`src/rtl/mem_pkg.sv`:
```
// Shared definitions for the mem_slave word memory: size defaults and FSM states.
// Latency: none (declarations only).
// Backpressure: none (declarations only).
package mem_pkg;

  localparam int DEF_WIDTH      = 16;
  localparam int DEF_DEPTH      = 64;
  localparam int DEF_RD_LATENCY = 2;

  // Wide enough for the largest legal read latency (15).
  localparam int CNT_WIDTH = 4;

  // Address width for a given word count; never below one bit.
  function automatic int addr_bits(input int depth);
    return (depth > 1) ? $clog2(depth) : 1;
  endfunction

  typedef enum logic {
    IDLE    = 1'b0,
    RD_WAIT = 1'b1
  } state_t;

endpackage

```
`src/rtl/mem_array.sv`:
```
// Word storage: synchronous write port, combinational read port, async clear to zero.
// Latency: a write lands at the clock edge; a read is visible in the same cycle.
// Backpressure: none; out-of-range writes are dropped and out-of-range reads return 0.
module mem_array
  import mem_pkg::*;
#(
  parameter int WIDTH      = DEF_WIDTH,
  parameter int DEPTH      = DEF_DEPTH,
  parameter int ADDR_WIDTH = addr_bits(DEPTH)
) (
  input  logic                  clk_i,
  input  logic                  rst_i,
  input  logic                  wr_en,
  input  logic [ADDR_WIDTH-1:0] wr_addr,
  input  logic [WIDTH-1:0]      wr_data,
  input  logic [ADDR_WIDTH-1:0] rd_addr,
  output logic [WIDTH-1:0]      rd_data
);

  // DEPTH need not be a power of two, so the top of the address range can be empty.
  localparam logic [ADDR_WIDTH:0] DEPTH_V = (ADDR_WIDTH + 1)'(DEPTH);

  logic [WIDTH-1:0] mem [DEPTH];
  logic             wr_ok;
  logic             rd_ok;

  assign wr_ok = ({1'b0, wr_addr} < DEPTH_V);
  assign rd_ok = ({1'b0, rd_addr} < DEPTH_V);

  // Storage: whole array cleared on reset, one word written per cycle otherwise.
  always_ff @(posedge clk_i or negedge rst_i) begin
    if (!rst_i) begin
      for (int i = 0; i < DEPTH; i++) begin
        mem[i] <= '0;
      end
    end else if (wr_en && wr_ok) begin
      mem[wr_addr] <= wr_data;
    end
  end

  assign rd_data = rd_ok ? mem[rd_addr] : '0;

endmodule

```
`src/rtl/mem_slave.sv`:
```
// Single-port memory slave: one request per accepted valid/ready handshake, writes and reads.
// Latency: write lands at the accepting edge; read data returns RD_LATENCY+1 cycles after acceptance.
// Backpressure: ready_o is low for RD_LATENCY cycles while a read is pending; requests are never queued.
module mem_slave
  import mem_pkg::*;
#(
  parameter int WIDTH      = DEF_WIDTH,
  parameter int DEPTH      = DEF_DEPTH,
  parameter int ADDR_WIDTH = addr_bits(DEPTH),
  // Legal range 1..15 (counter is CNT_WIDTH bits).
  parameter int RD_LATENCY = DEF_RD_LATENCY
) (
  input  logic                  clk_i,
  input  logic                  rst_i,
  input  logic                  valid_i,
  input  logic                  wr_rd_i,
  input  logic [ADDR_WIDTH-1:0] addr_i,
  input  logic [WIDTH-1:0]      wr_data_i,
  output logic                  ready_o,
  output logic [WIDTH-1:0]      rd_data_o,
  output logic                  rd_valid_o,
  output logic                  err_o
);

  localparam logic [ADDR_WIDTH:0]   DEPTH_V  = (ADDR_WIDTH + 1)'(DEPTH);
  localparam logic [CNT_WIDTH-1:0]  CNT_LOAD = CNT_WIDTH'(RD_LATENCY - 1);

  state_t                 state_q, state_d;
  logic [CNT_WIDTH-1:0]   cnt_q, cnt_d;
  logic [ADDR_WIDTH-1:0]  raddr_q, raddr_d;
  logic                   ready_q, ready_d;
  logic                   rd_valid_q, rd_valid_d;
  logic                   err_q, err_d;
  logic [WIDTH-1:0]       rd_data_q, rd_data_d;

  logic                   accept;
  logic                   req_in_range;
  logic                   raddr_in_range;
  logic                   mem_wr_en;
  logic [WIDTH-1:0]       mem_rd_data;

  // ready_o is a flop, so acceptance never depends combinationally on valid_i.
  assign accept         = valid_i && ready_q;
  assign req_in_range   = ({1'b0, addr_i}  < DEPTH_V);
  assign raddr_in_range = ({1'b0, raddr_q} < DEPTH_V);

  mem_array #(
    .WIDTH      (WIDTH),
    .DEPTH      (DEPTH),
    .ADDR_WIDTH (ADDR_WIDTH)
  ) u_mem_array (
    .clk_i   (clk_i),
    .rst_i   (rst_i),
    .wr_en   (mem_wr_en),
    .wr_addr (addr_i),
    .wr_data (wr_data_i),
    .rd_addr (raddr_q),
    .rd_data (mem_rd_data)
  );

  // Next-state and next-output decode for the request FSM.
  always_comb begin
    state_d    = state_q;
    cnt_d      = cnt_q;
    raddr_d    = raddr_q;
    ready_d    = ready_q;
    rd_valid_d = 1'b0;
    err_d      = 1'b0;
    rd_data_d  = rd_data_q;
    mem_wr_en  = 1'b0;

    case (state_q)
      IDLE: begin
        // Coming out of reset ready_q is 0; this raises it at the first edge.
        ready_d = 1'b1;
        if (accept) begin
          if (wr_rd_i) begin
            mem_wr_en = req_in_range;
            err_d     = !req_in_range;
          end else begin
            state_d = RD_WAIT;
            cnt_d   = CNT_LOAD;
            raddr_d = addr_i;
            ready_d = 1'b0;
          end
        end
      end

      RD_WAIT: begin
        ready_d = 1'b0;
        if (cnt_q == '0) begin
          // Out-of-range reads return zero from the array and flag err_o alongside the data.
          state_d    = IDLE;
          rd_valid_d = 1'b1;
          rd_data_d  = mem_rd_data;
          err_d      = !raddr_in_range;
          ready_d    = 1'b1;
        end else begin
          cnt_d = cnt_q - 1'b1;
        end
      end

      default: begin
        state_d = IDLE;
      end
    endcase
  end

  // State, counter and registered outputs; reset aborts any pending read.
  always_ff @(posedge clk_i or negedge rst_i) begin
    if (!rst_i) begin
      state_q    <= IDLE;
      cnt_q      <= '0;
      raddr_q    <= '0;
      ready_q    <= 1'b0;
      rd_valid_q <= 1'b0;
      err_q      <= 1'b0;
      rd_data_q  <= '0;
    end else begin
      state_q    <= state_d;
      cnt_q      <= cnt_d;
      raddr_q    <= raddr_d;
      ready_q    <= ready_d;
      rd_valid_q <= rd_valid_d;
      err_q      <= err_d;
      rd_data_q  <= rd_data_d;
    end
  end

  assign ready_o    = ready_q;
  assign rd_valid_o = rd_valid_q;
  assign err_o      = err_q;
  assign rd_data_o  = rd_data_q;

endmodule

```
`config.mk`:
```
export PLATFORM = sky130hd
export DESIGN_NAME = mem_slave
export DESIGN_NICKNAME = d
export VERILOG_FILES = /design/src/rtl/mem_pkg.sv /design/src/rtl/mem_array.sv /design/src/rtl/mem_slave.sv
export SDC_FILE = /design/constraint.sdc
export NUM_CORES = 1
export LEC_CHECK = 0
export CORE_UTILIZATION = 35
export CTS_BUF_LIST = sky130_fd_sc_hd__clkbuf_4
export CTS_CLUSTER_SIZE = 8
export DETAILED_ROUTE_END_ITERATION = 10
export PLACE_DENSITY = 0.55
export SLEW_MARGIN = 20
export SYNTH_ARGS = -nofsm -noshare
export SYNTH_HDL_FRONTEND = slang
export SYNTH_SLANG_ARGS = --single-unit
export TNS_END_PERCENT = 20
```
`constraint.sdc`:
```
create_clock -name clk_i -period 4.45 [get_ports clk_i]
set_clock_uncertainty 0.1 [all_clocks]
set_input_delay 0.445 -clock clk_i [delete_from_list [all_inputs] [get_ports clk_i]]
set_output_delay 0.445 -clock clk_i [all_outputs]
set_load 0.02 [all_outputs]
```
# After elaboration in Yosys (flattened, before gate mapping)
# Index checks and enable logic that the tools add are counted.
totals:
  ff_bits: 1053
  output_inout_bits: 19
  memories: 0
  elab_cells: 108
  latchBits: 0
  ram_bits: 0
  in_bits: 26
  mem_bits_ro: 0
classes:
  n_reduce_logical: 6
  n_shift: 0
  mux: 21
  multipliers: 0
  order_cmp: 3
  eq_ne: 3
  n_div: 0
  n_bitwise: 4
  addsub: 1
op_table:
  columns: ["operator", "n"]
  rows:
  - ["bitwise mux 1024 bit", 1]
  - ["binary-select mux 16 bit (select 6 bit)", 1]
  - ["demux 16 bit (select 6 bit)", 1]
  - ["two-way mux 16 bit", 3]
  - ["greater-or-equal comparator 7 bit, second input constant", 2]
  - ["inverter 6 -> 7 bit", 2]
  - ["two-way mux 4 bit", 3]
  - ["two-way mux 1 bit", 9]
  - ["one-hot mux 4 bit (2 select lines)", 1]
  - ["less-than comparator 7 x 1 -> 1 bit, second input constant", 1]
  - ["inequality test 2 bit, second input constant", 3]
  - ["AND reduction 3 bit", 2]
  - ["logical NOT 4 bit", 1]
  - ["one-hot mux 1 bit (2 select lines)", 2]
  - ["subtractor 4 x 1 -> 4 bit, second input constant", 1]
  - ["logical AND 1 bit", 2]
  - ["inverter 1 bit", 2]
  - ["AND reduction 2 bit", 1]

# Depth between registers and ports, before layout
# Gate-level depths: netlist of the first run.
logic_depth:
  depth_word: 6
  ltp_mapped: 10

# By module
# Synthesis of the first run repeated with hierarchy kept, for this count alone.
hier_totals:
  cells_unflattened: 3103
  hier_area_um2: 48347.6
modules_own_cells:
  columns: ["mod", "seq_area_each_um2", "area_per_inst_um2", "n_inst", "cells_each"]
  rows:
  - ["mem_array", 25624.6, 47122.7, 1, 3024]
  - ["mem_slave", 725.7, 1224.9, 1, 79]

# Worst setup path after synthesis of the first run
# Ideal clock, no wire load.
synth_path:
  path_kind: "register to register"
  from: "reg ready_q (netlist: ready_o)"
  to: "reg u_mem_array.mem[149] (netlist name)"
  arrival_time_ns: 2.128
  stages_incl_launch_ff: 7
  synth_period_minus_slack_ns: 2.352
  setup_slack_ns: 2.098
  path_cell_list: "dfrtp_1 nand2_1 nor4b_2 nand3_1 nor2_2 buf_4 mux2_2"
synth_via:
  elab_chain_len: 3
synth_rtl:
  columns: ["element", "line_no", "source"]
  rows:
  - ["start, declared", "mem_slave.sv:31", "logic ready_q, ready_d;"]
  - ["start signal, assigned", "mem_slave.sv:123", "ready_q <= ready_d;"]
  - ["logical AND 1 bit", "mem_slave.sv:43", "assign accept = valid_i && ready_q;"]
  - ["two-way mux 1 bit", "mem_slave.sv:76", "if (accept) begin"]
  - ["two-way mux 1 bit", "mem_slave.sv:72", "case (state_q)"]
  - ["end signal, assigned by index", "mem_array.sv:37", "mem[wr_addr] <= wr_data;"]
  - ["end, declared", "mem_array.sv:23", "logic [WIDTH-1:0] mem [DEPTH];"]
# Every way passes these cells.
# A chain may end at the register's enable or synchronous reset.

# Worst setup path in the final report of the first run
layout_path:
  from: "reg raddr_q[0]"
  to: "reg rd_data_q[10] (netlist: rd_data_o[10])"
layout_via:
  elab_chain_len: 4
layout_rtl:
  columns: ["element", "line_no", "source"]
  rows:
  - ["start, declared", "mem_slave.sv:30", "logic [ADDR_WIDTH-1:0] raddr_q, raddr_d;"]
  - ["start signal, assigned", "mem_slave.sv:122", "raddr_q <= raddr_d;"]
  - ["inverter 6 -> 7 bit (not written as such)", "mem_array.sv:41", "assign rd_data = rd_ok ? mem[rd_addr] : '0;"]
  - ["binary-select mux 16 bit (select 6 bit)", "mem_array.sv:41", null]
  - ["two-way mux 16 bit (not written as such) (2 in a row)", "mem_array.sv:41", null]
  - ["end signal, assigned", "mem_slave.sv:126", "rd_data_q <= rd_data_d;"]
  - ["end, declared", "mem_slave.sv:34", "logic [WIDTH-1:0] rd_data_q, rd_data_d;"]
# Every way passes these cells. The select of a mux whose other input is x is not followed.

==> results of run 1 <==
==> worst max path at each step <==
stage                      startpoint                          endpoint  slack, ns  cells past startpoint
5_1_grt        raddr_q[0]$_DFFE_PN0P_         rd_data_o[10]$_DFFE_PN0P_       0.46                      7
3_3_place_gp   raddr_q[0]$_DFFE_PN0P_         rd_data_o[10]$_DFFE_PN0P_       0.52                      7
6_report       raddr_q[0]$_DFFE_PN0P_         rd_data_o[10]$_DFFE_PN0P_       0.68                      7
4_1_cts        raddr_q[0]$_DFFE_PN0P_         rd_data_o[10]$_DFFE_PN0P_       0.57                      7
2_1_floorplan       ready_o$_DFF_PN0_  u_mem_array.mem[149]$_DFFE_PN0P_       2.10                      6
3_5_place_dp   raddr_q[0]$_DFFE_PN0P_         rd_data_o[10]$_DFFE_PN0P_       0.56                      7
==> sequential cells by signal (all words and copies together) (netlist names) <==
name             flops
u_mem_array.mem   1024
rd_data_o           16
raddr_q              6
cnt_q                4
rd_valid_o           1
ready_o              1
state_q              1
==> Yosys cell counts, types with 4 or more instances <==
library cell and n:
buf_2 81, a211oi_1 32, buf_4 21, dfrtp_1 1053, nand3_1 19, nor2_1 35
o211ai_1 16, a2111oi_0 18, a221o_1 16, nand3b_1 5, o21ai_0 17, mux2i_1 225
nor3b_1 5, nor2b_1 22, mux4_2 158, nor2_2 8, mux2_2 1048, inv_1 4
nand2_1 34, a22o_1 16, a31oi_1 16, o22ai_1 16, clkbuf_1 165, buf_6 8
nand2_2 8, a22oi_1 80, buf_1 28
==> per-layer routing <==
layer	share of wire	wire (um)	vias up	GRT usage
met3	0.042	5520	177	0.0437
met4	0.019	2560	2	0.0573
met2	0.48	63700	591	0.316
li1	-	-	12400	-
met5	0.000053	7	-	0
met1	0.46	60300	15300	0.262
==> timing repair <==
item | 4_1_cts | 5_1_grt
hold buffers | 22 | 0
endpoints found under the hold margin | 1537 | 0
gates resized for setup | 0 | 0
setup buffers | 0 | 0
==> power groups by stage <==
stage               clock (W)  combinational (W)  sequential, W
floorplan                   0            0.00481         0.0109
global placement            0            0.00736         0.0113
detailed placement          0            0.00738         0.0113
CTS                   0.00914            0.00741         0.0112
global route          0.00969            0.00774         0.0113
finish                0.00879            0.00728         0.0112
==> final cells by class <==
class	count	area, um2	area share
clock inverter	32	173	0.00317
multi-input combinational	1816	20200	0.371
clock buffer	459	3450	0.0633
antenna	7	17.5	0.000322
timing repair buffer	220	1990	0.0366
inverter	4	15.0	0.000276
tap	1781	2230	0.0409
sequential	1053	26400	0.484
==> critical path: stages (launching register included) <==
cell	delay, ns
dfrtp_4	0.83
and2_2	0.70
buf_4	0.33
buf_4	0.40
a22oi_1	0.15
o21ai_0	0.19
o211ai_1	0.44
a221o_1	0.48
==> stage by stage <==
stage	total power [W]	utilization	cells	cell area, um2	worst slack (ns)
6_report	0.0272	0.401	5372	54500	0.681
5_1_grt	0.0287	0.401	5368	54400	0.463
4_1_cts	0.0277	0.401	5365	54400	0.570
3_5_place_dp	0.0187	0.373	4852	50600	0.564
3_3_place_gp	0.0187	0.373	4852	50600	0.516
2_1_floorplan	0.0157	-	3176	47900	2.10
==> logic make-up after synthesis <==
kind of cell / count (synthesis) / synth area share
AOI/OAI and AO/OA: 227 / 0.0356
xor gates and xnor gates: 2 / 0.000366
and+or+nand+nor: 153 / 0.0165
DFF: 1053 / 0.550
other: 1 / 0.0000783
adders and majority gates: 2 / 0.000522
buffers and inverters: 307 / 0.0291
muxes: 1431 / 0.368
==> results.py, run 1 <==
metrics = {
    "yosys": {
        "synth_top_cell_area_share": 0.550,
        "async_reset_ff_frac": 1.00,
        "synth_edf_count": 0,
        "ys_ff_latch": 1053,
        "yosysUniqueCellTypes": 40,
        "yosysWarningCount": 0,
        "syn_area_mm2": 0.0479,
        "yosysTopAreaCell": "dfrtp_1",
        "syn_nets": 3204,
        "yosys-top-cells-area": "dfrtp_1 55%, mux2_2 25%, mux4_2 7.4%",
        "dominantRegCellSynth": "dfrtp_1",
        "syn_inst": 3176,
        "synth.avg_cell_area_um2": 15.1,
        "synth_seq_area_share": 0.550,
    },
    "floorplan": {
        "die_h_um": 372,
        "rows": 135,
        "core_area_mm2": 0.136,
        "die_w_um": 372,
        "dieArea_mm2": 0.138,
        "start_util": 0.353,
        "pin_count": 45,
    },
    "clock_tree": {
        "clk-insertion-delay-late_ns": 1.23,
        "clkTransAtPathRegs_ns": 0.06,
        "cts_sinks": 1053,
        "cts_max_path_buffers": 4,
        "cts-root-buf": "clkbuf_4",
        "cts_tree": "yes",
        "cts_made_buffers": 311,
        "h-tree-depth": 5,
    },
    "job": {
        "maxCapViolCount": 0,
    },
    "global_route": {
        "grt_pass1_wl_um": 201000,
        "track_usage": 0.196,
        "antenna_found_initial": 6,
        "grt_pass1_vias": 30500,
        "grt_max_degree": 104,
        "grt-ovfl-total": 0,
    },
    "routing": {
        "drc": 0,
        "vias": 28400,
        "wl_um": 132000,
        "first_pass_iters": 6,
        "avgViaCountPerCell": 5.29,
        "first_iter_violations": 1605,
        "ant_nets": 0,
        "wl_per_cell_um": 24.6,
    },
    "sta": {
        "worst_pin_slew_ns": 1.18,
        "rsz0062_at_grt": "false",
        "period_share": 0.847,
        "period_needed_ns": 3.77,
        "max_freq_mhz": 265,
        "finalSetupViolations": 0,
        "timing.final.max_slew_violations": 0,
        "final.setup.tns_ns": 0,
        "finalHoldViolCount": 0,
        "slew_headroom": 0.212,
        "hold-worst-slack_ns": 0.144,
    },
    "hold_path": {
        "min_to": "cnt_q[3]$_DFFE_PN0P_",
        "hold_depth": 3,
        "hold_start": "wr_rd_i",
        "holdCritPathClass": "in2reg",
    },
    "final_layout": {
        "final_cell_mix": "1050 x dfrtp_1, 1048 x mux2_2, 459 x clkbuf_4",
        "n_fill_cell": 12800,
        "final_net_count": 3434,
        "area_growth_pct": 13.7,
        "drive_above_1_share": 0.527,
        "final_common_cell": "dfrtp_1",
    },
    "place": {
        "hpwl_um": 81900,
        "portBuffers": 43,
        "globalplace.congestion": 0.797,
    },
    "power": {
        "p_leak_nw": 26.5,
        "p_int_w": 0.0183,
        "p_clk_frac": 0.323,
        "p_sw_w": 0.00898,
        "switching_share": 0.330,
        "seqPwrFrac": 0.410,
        "pwr-share-comb": 0.268,
        "powerDensity_mw_per_mm2": 500,
        "max-vdd-ir-drop_mv": 0.283,
    },
    "run_status": {
        "status": "finished clean",
    },
    "setup_path": {
        "cp-end-kind": "flip-flop",
        "cp.arrival_ns": 4.76,
        "reg2reg_depth": 7,
        "critPathLaunchType": "flip-flop",
        "cp_max_fo": 30,
        "criticalPathCategory": "reg2reg",
        "r2r_slack_ns": 0.68,
        "rr_endpoint": "rd_data_o[10]$_DFFE_PN0P_",
        "worst_r2r_startpoint": "raddr_q[0]$_DFFE_PN0P_",
        "cp.required_ns": 5.44,
    },
}
Power figures use the tool's default switching activity.
==> inputs of run 2 (changes only) <==
--- a/config.mk
+++ b/config.mk
@@ -9,7 +9,7 @@
 export CTS_BUF_LIST = sky130_fd_sc_hd__clkbuf_4
 export CTS_CLUSTER_SIZE = 8
 export DETAILED_ROUTE_END_ITERATION = 10
-export PLACE_DENSITY = 0.55
+export PLACE_DENSITY = 0.57
 export SLEW_MARGIN = 20
 export SYNTH_ARGS = -nofsm -noshare
 export SYNTH_HDL_FRONTEND = slang
==> constraint.sdc (replaced) <==
create_clock -name clk_i -period 3.3 [get_ports clk_i]
set_clock_uncertainty 0.1 [all_clocks]
set_input_delay 0.33 -clock clk_i [delete_from_list [all_inputs] [get_ports clk_i]]
set_output_delay 0.33 -clock clk_i [all_outputs]
set_load 0.02 [all_outputs]
==> results.py, run 2 (synthesis gave the netlist of run 1 again) <==
metrics = {
    "final_layout": {
        "drive_above_1_share": 0.534,
        "final_common_cell": "dfrtp_1",
        "largest_reg_flops": 1024,
        "final_area_mm2": 0.0558,
        "area_growth_pct": 16.6,
        "instances_no_fill": 5459,
        "largest-register": "u_mem_array.mem",
        "final_cell_mix": "1050 x dfrtp_1, 1048 x mux2_2, 458 x clkbuf_4",
        "final_net_count": 3509,
        "n_fill_cell": 12700,
    },
    "routing": {
        "avgViaCountPerCell": 5.29,
        "first_pass_iters": 5,
        "first_iter_violations": 1726,
        "vias": 28900,
        "wl_um": 132000,
        "ant_nets": 0,
        "wl_per_cell_um": 24.2,
        "drc": 0,
    },
    "place": {
        "hpwl_um": 81200,
        "placed_cells": 4919,
        "place_area_mm2": 0.0518,
        "globalplace.congestion": 0.811,
        "portBuffers": 43,
    },
    "clock_tree": {
        "cts_made_buffers": 309,
        "clkTransAtPathRegs_ns": 0.07,
        "cts_resized": 0,
        "clk-insertion-delay-late_ns": 1.24,
        "h-tree-depth": 5,
        "cts-root-buf": "clkbuf_4",
        "cts_max_path_buffers": 4,
        "cts_sinks": 1053,
        "cts_tree": "yes",
    },
    "power": {
        "p_leak_nw": 27.1,
        "total_power_w": 0.0373,
        "powerDensity_mw_per_mm2": 667,
        "max-vdd-ir-drop_mv": 0.496,
    },
    "setup_path": {
        "cp.required_ns": 4.29,
        "cp_max_fo": 18,
        "r2r_slack_ns": 0.14,
        "critical-path-max-stage-delay_ns": 0.66,
        "cp-end-kind": "flip-flop",
        "reg2reg_depth": 8,
        "crit_path_top_delay_cell": "dfrtp_4",
        "path_cells": "buf_4, nor2_4, buf_4, a2111oi_0, buf_4, a31oi_1, o211ai_1, a221o_1",
        "cp_common_cell": "buf_4",
        "cp.arrival_ns": 4.15,
        "criticalPathCategory": "reg2reg",
        "critPathLaunchType": "flip-flop",
        "worst_r2r_startpoint": "raddr_q[0]$_DFFE_PN0P_",
        "rr_endpoint": "rd_data_o[3]$_DFFE_PN0P_",
    },
    "sta": {
        "rsz0062_at_grt": "false",
        "period_share": 0.956,
        "worst_pin_slew_ns": 1.11,
        "max_freq_mhz": 317,
        "slew_headroom": 0.243,
        "timing.final.max_slew_violations": 0,
        "finalHoldViolCount": 0,
        "period_needed_ns": 3.16,
        "finalSetupViolations": 0,
        "final.setup.tns_ns": 0,
    },
    "global_route": {
        "grt_max_degree": 101,
        "track_usage": 0.195,
        "grt-ovfl-total": 0,
        "grt_pass1_vias": 30600,
        "grt_pass1_wl_um": 201000,
        "antenna_found_initial": 9,
    },
    "floorplan": {
        "die_w_um": 372,
        "pin_count": 45,
        "core_area_mm2": 0.136,
        "rows": 135,
        "dieArea_mm2": 0.138,
        "start_util": 0.353,
        "die_h_um": 372,
    },
    "job": {
        "maxCapViolCount": 0,
    },
    "hold_path": {
        "holdCritPathClass": "in2reg",
        "hold_depth": 3,
        "min_to": "u_mem_array.mem[193]$_DFFE_PN0P_",
        "hold_start": "wr_data_i[1]",
    },
    "run_status": {
        "status": "finished clean",
    },
}
-- run 2: final cells by class --
class	count	area, um2	area share
Sequential cell	1053	26400	0.472
Clock buffer	458	3440	0.0616
Inverter	4	15.0	0.000269
Clock inverter	45	254	0.00455
Multi-Input combinational cell	1816	20200	0.362
Antenna cell	5	12.5	0.000224
Tap cell	1781	2230	0.0399
Timing Repair Buffer	297	3320	0.0594
-- run 2: metal layers --
| metal | GRT usage | up-vias | share of wire |
|---|---|---|---|
| met5 | 0 | - | 0.000098 |
| met4 | 0.0650 | 2 | 0.025 |
| met3 | 0.0413 | 204 | 0.043 |
| met2 | 0.314 | 677 | 0.48 |
| met1 | 0.262 | 15400 | 0.45 |
| li1 | - | 12600 | - |
-- run 2: critical path, delay by kind of cell, from the launching register on --
kind                   cells  cell delay (ns)
buffers and inverters      3             0.76
flip-flops                 1             0.66
AND/OR/NAND/NOR            1             0.28
AO/OA/AOI/OAI              4             1.22
-- run 2: repair_timing --
item / 4_1_cts / 5_1_grt
setup endpoints to repair: 1 / 1
gates cloned: 0 / 0
endpoints found under the hold margin: 2084 / 0
setup buffers: 0 / 2
hold buffers: 30 / 0
pin swaps: 1 / 1
-- run 2: worst max-delay path by stage --
stage,from,to,slack (ns),cells past startpoint
after CTS,raddr_q[0]$_DFFE_PN0P_,rd_data_o[4]$_DFFE_PN0P_,0.02,8
after detailed placement,raddr_q[0]$_DFFE_PN0P_,rd_data_o[4]$_DFFE_PN0P_,0.008,8
after global placement,raddr_q[0]$_DFFE_PN0P_,rd_data_o[4]$_DFFE_PN0P_,-0.01,8
after floorplan,ready_o$_DFF_PN0_,u_mem_array.mem[149]$_DFFE_PN0P_,0.95,6
final,raddr_q[0]$_DFFE_PN0P_,rd_data_o[3]$_DFFE_PN0P_,0.14,8
after global routing,raddr_q[0]$_DFFE_PN0P_,rd_data_o[3]$_DFFE_PN0P_,0.1,8
-- run 2: where the power goes --
| group | internal, W | switching [W] | leakage, nW | total (W) |
|---|---|---|---|---|
| clock | 0.00650 | 0.00550 | 2.23 | 0.0120 |
| combinational | 0.00459 | 0.00574 | 10.3 | 0.0103 |
| sequential | 0.0140 | 0.000892 | 14.5 | 0.0149 |
| total | 0.0251 | 0.0121 | 27.1 | 0.0373 |
-- run 2: through the flow --
| stage | utilization | setup slack (ns) | hold slack [ns] |
|---|---|---|---|
| floorplan | - | 0.948 | -0.0656 |
| global placement | 0.382 | -0.00989 | 0.163 |
| detailed placement | 0.382 | 0.00829 | 0.165 |
| CTS | 0.412 | 0.0186 | 0.0584 |
| global route | 0.412 | 0.0995 | 0.111 |
| finish | 0.412 | 0.145 | 0.211 |
